$ cat src/rtl/rr_select_arb.sv
// Round-robin arbiter producing registered one-hot and binary mux selects.
// The select is held until the downstream valid/ready handshake completes.
module rr_select_arb #(
    parameter int N    = 4,
    parameter int IDXW = 2
) (
    input  logic            clk,
    input  logic            reset,
    input  logic [N-1:0]    req,
    input  logic            ready,
    output logic [N-1:0]    gnt,
    output logic [IDXW-1:0] gntidx,
    output logic            valid,
    output logic            busy
);

    typedef enum logic {
        S_IDLE  = 1'b0,
        S_GRANT = 1'b1
    } state_t;

    localparam logic [IDXW:0]   LP_N    = (IDXW + 1)'(N);
    localparam logic [IDXW-1:0] LP_LAST = IDXW'(N - 1);

    state_t          r_state;
    state_t          w_state_next;
    logic [IDXW-1:0] r_ptr;
    logic [IDXW-1:0] w_ptr_next;
    logic [IDXW-1:0] r_gntidx;
    logic [IDXW-1:0] w_gntidx_next;
    logic [N-1:0]    r_gnt;
    logic [N-1:0]    w_gnt_next;
    logic            r_valid;
    logic            w_valid_next;

    logic [IDXW-1:0] w_ptr_adv;
    logic [IDXW-1:0] w_base;
    logic [IDXW-1:0] w_cand [N];
    logic [N-1:0]    w_hit;
    logic            w_any;
    logic [IDXW-1:0] w_win;
    logic [N-1:0]    w_win_onehot;

    // Pointer after serving the current grantee; wraps at N, not 2^IDXW.
    assign w_ptr_adv = (r_gntidx == LP_LAST) ? '0 : r_gntidx + IDXW'(1);

    // Re-arbitration on a completed handshake already uses the advanced pointer.
    assign w_base = (r_state == S_GRANT && ready) ? w_ptr_adv : r_ptr;

    // Candidate gi is the requester at scan position gi from the base pointer.
    generate
        for (genvar gi = 0; gi < N; gi++) begin : g_cand
            localparam logic [IDXW:0] LP_GI = (IDXW + 1)'(gi);
            logic [IDXW:0] w_sum;
            assign w_sum       = {1'b0, w_base} + LP_GI;
            assign w_cand[gi]  = IDXW'((w_sum >= LP_N) ? (w_sum - LP_N) : w_sum);
            assign w_hit[gi]   = req[w_cand[gi]];
        end
    endgenerate

    always_comb begin
        w_any = 1'b0;
        w_win = '0;
        for (int k = N - 1; k >= 0; k--) begin
            if (w_hit[k]) begin
                w_any = 1'b1;
                w_win = w_cand[k];
            end
        end
    end

    always_comb begin
        w_win_onehot        = '0;
        w_win_onehot[w_win] = 1'b1;
    end

    always_comb begin
        w_state_next  = r_state;
        w_ptr_next    = r_ptr;
        w_gnt_next    = r_gnt;
        w_gntidx_next = r_gntidx;
        w_valid_next  = r_valid;
        case (r_state)
            S_IDLE: begin
                if (w_any) begin
                    w_state_next  = S_GRANT;
                    w_gnt_next    = w_win_onehot;
                    w_gntidx_next = w_win;
                    w_valid_next  = 1'b1;
                end
            end
            S_GRANT: begin
                if (ready) begin
                    w_ptr_next = w_ptr_adv;
                    if (w_any) begin
                        w_gnt_next    = w_win_onehot;
                        w_gntidx_next = w_win;
                    end else begin
                        w_state_next  = S_IDLE;
                        w_gnt_next    = '0;
                        w_gntidx_next = '0;
                        w_valid_next  = 1'b0;
                    end
                end else if (!req[r_gntidx]) begin
                    // Requester withdrew before acceptance: drop without advancing.
                    w_state_next  = S_IDLE;
                    w_gnt_next    = '0;
                    w_gntidx_next = '0;
                    w_valid_next  = 1'b0;
                end
            end
            default: begin
                w_state_next  = S_IDLE;
                w_gnt_next    = '0;
                w_gntidx_next = '0;
                w_valid_next  = 1'b0;
            end
        endcase
    end

    always_ff @(posedge clk or posedge reset) begin
        if (reset) begin
            r_state  <= S_IDLE;
            r_ptr    <= '0;
            r_gnt    <= '0;
            r_gntidx <= '0;
            r_valid  <= 1'b0;
        end else begin
            r_state  <= w_state_next;
            r_ptr    <= w_ptr_next;
            r_gnt    <= w_gnt_next;
            r_gntidx <= w_gntidx_next;
            r_valid  <= w_valid_next;
        end
    end

    assign gnt    = r_gnt;
    assign gntidx = r_gntidx;
    assign valid  = r_valid;
    assign busy   = (r_state == S_GRANT);

endmodule

$ cat config.mk
export PLATFORM = sky130hd
export DESIGN_NAME = rr_select_arb
export DESIGN_NICKNAME = d
export VERILOG_FILES = /design/src/rtl/rr_select_arb.sv
export SDC_FILE = /design/constraint.sdc
export NUM_CORES = 1
export LEC_CHECK = 0
export CORE_AREA = 2 2 39 41
export DETAILED_ROUTE_END_ITERATION = 6
export DIE_AREA = 0 0 41 43
export GPL_ROUTABILITY_DRIVEN = 0
export GPL_TIMING_DRIVEN = 0
export PLACE_DENSITY_LB_ADDON = 0.15
export SKIP_LAST_GASP = 1
export SLEW_MARGIN = 10
export SYNTH_ARGS = -nofsm -noshare
export SYNTH_HDL_FRONTEND = slang
export SYNTH_SLANG_ARGS = --single-unit
$ cat constraint.sdc
create_clock -name clk -period 4.14 [get_ports clk]
set_clock_uncertainty 0.05 [all_clocks]
set_input_delay 0.414 -clock clk [delete_from_list [all_inputs] [get_ports clk]]
set_output_delay 0.414 -clock clk [all_outputs]
set_load 0.01 [all_outputs]
==> results_dict.tcl <==
set metrics [dict create \
    dp_hpwl_microns 854 \
    die_w_microns 41 \
    hp-class "in2async" \
    fin_cells 86 \
    synth_cell_type_count 25 \
    antenna_found_initial 0 \
    yosys_register_bits 10 \
    first_pass_iters 4 \
    post_cts_resized 0 \
    synthSimpleGateAreaFrac 0.177 \
    layout-drive-gt1-share 0.129 \
    num_antenna_cells 0 \
    vdd_drop_max_uv 265 \
    cts-root-buf "clkbuf_4" \
    synth_edf_count 0 \
    rsz0062_at_grt "false" \
    track_usage 0.153 \
    crit_arrival_ns 2.12 \
    via_count 483 \
    core_area_sq_um 1380 \
    syn_area_per_cell_sq_um 10.3 \
    ys.warnings.count 0 \
    routed_wl_microns 1130 \
    critical_path_buf_inv_count 0 \
    synthArstFlopShare 1.00 \
    fin_setup_tns_ns 0 \
    p_leak_nw 0.309 \
    setup_slack_ns 2.09 \
    drt_iter0_markers 6 \
    cts.sinks 10 \
    grt_overflow 0 \
    worstMarginPinSlew_ns 0.423 \
    synthAdderAreaFrac 0.0229 \
    final_util 0.526 \
    synth_common_cells "10 x dfrtp_1, 8 x nand2_1, 4 x o21ai_0" \
    grt_pass1_wl_microns 1780 \
    powerDensity_nw_per_um2 625 \
    min_period_ns 2.05 \
    hold_slack_ns 0.379 \
    synth_top_area_frac 0.459 \
    ant_nets 0 \
    muxShareOfSynthArea 0.0596 \
    initial_core_util 0.394 \
    nets 80 \
    synth_top_family_by_area "compound AO/OA/AOI/OAI gates" \
    wl_per_cell_microns 13.2 \
    dpl_worst_slack_ns 1.82 \
    cp_top_family "compound AO/OA/AOI/OAI gates" \
    cts-htree-levels 1 \
    slowest_stage "dfrtp_1" \
    seq_area_frac_synth 0.459 \
    end_kind "flip-flop" \
    synth_top_area_cell "dfrtp_1" \
    synth_most_common_cell "dfrtp_1" \
    drcViolationCount 0 \
    setup_viol 0 \
    drv_cap 0 \
    tritoncts "done" \
    clk_path_buf_depth 2 \
    grt_pass1_vias 430 \
    via_per_inst 5.62 \
    clk_pin_slew_ns 0.06 \
    numCtsBuffers 3 \
    slew_violations 0 \
    max_freq_ghz 0.489 \
    ios 15 \
    synth-main-ff-cell "dfrtp_1" \
    netlist_instances 53 \
    die_height_microns 43 \
    critPathKind "reg2reg" \
    reg2reg_slack_ns 2.09 \
    cp_cell_sequence "ha_1, and3_4, or2_4, o21a_1, o32ai_1, o21ai_0" \
    synth_area_leaders "dfrtp_1 46%, nand2_1 5.5%, mux4_2 4.1%, o21ai_0 3.7%, a22o_1 3.2%" \
    synth_nets 61 \
    path_max_fanout 5 \
    syn_to_final_growth_pct 33.5 \
    cp-start-kind "flip-flop" \
    synth_compound_area_frac 0.261 \
    postCtsSetupBuffers 0 \
    dp.cells 83 \
    cp_data_required_time_ns 4.22 \
    ctsHoldBuffers 0 \
    num_rows 14 \
    portBuffers 14 \
    synth_area_sq_um 546 \
    cpPeakStageDelay_ns 0.43 \
    insertion_delay_ns 0.26 \
    fin_crit_sh 0.494 \
    relSlewSlack 0.715 \
    yosys.area_share.xor_xnor 0 \
    grt_max_degree 11 \
    die_area_sq_um 1760 \
    timing_hold_violations_final 0 \
    run_status "finished clean" \
]
[cell type report]
class	instances	area (sq um)
flip-flops and latches	10	250
multi-input cells	40	284
clock buffers	3	22.5
inverters	3	11.3
well taps	16	20.0
fillers	143	656
repair buffers	14	140
[power by group]
part	leakage [nW]	total (mW)	internal, mW	switching (mW)
combinational	0.171	0.222	0.124	0.0977
clock	0.0138	0.0653	0.0335	0.0317
sequential	0.125	0.168	0.138	0.0306
[final timing paths]
path,cells after the start,from,end
min reg2reg,2,gnt[1],gnt[1]
max in group asynchronous,2,reset,busy
min,2,reset,gnt[0]
min in group clk,2,gnt[1],gnt[1]
max,6,gntidx[0],gnt[3]
max reg2reg,6,gntidx[0],gnt[3]
[sequential cells by signal, indices dropped and copies added (netlist names)]
register / cells
gntidx: 2
r_ptr: 2
busy: 1
gnt: 4
valid: 1
[placed cells by master (no fill, tap or decap)]
cell	n
mux4_2	1
clkdlybuf4s50_1	14
ha_1	1
nand2b_1	1
nand2_1	8
clkbuf_4	3
o21ba_2	1
a31oi_1	1
o32a_1	1
o32ai_1	2
a21oi_2	1
nor3_1	1
o21a_1	1
inv_1	3
o21ai_1	2
a21oi_1	3
or2_4	1
nand3b_1	2
nor2_1	2
o21ai_0	4
a2111oi_0	1
dfrtp_1	10
a22o_1	2
a21boi_2	1
mux2i_1	1
and4bb_1	1
and3_4	1
[stage by stage]
step,cell area [sq um],power [mW]
3_3_place_gp,706,0.390
4_1_cts,728,0.458
2_1_floorplan,546,0.296
3_5_place_dp,706,0.391
5_1_grt,728,0.485
6_report,728,0.455
[cells by family (layout without fill, tap and decap cells)]
kind of cell / after synthesis / count (layout)
AOI/OAI and AO/OA: 20 / 20
adders and majority gates: 1 / 1
buffers and inverters: 3 / 20
DFF: 10 / 10
muxes: 2 / 2
and+or+nand+nor: 17 / 17
[layer usage]
layer	track usage	up-vias	routed length (microns)
li1	-	235	-
met2	0.222	16	511
met4	0.0800	0	15
met3	0.0471	2	59
met5	0	-	0
met1	0.198	230	545
Power figures use the tool's default switching activity.
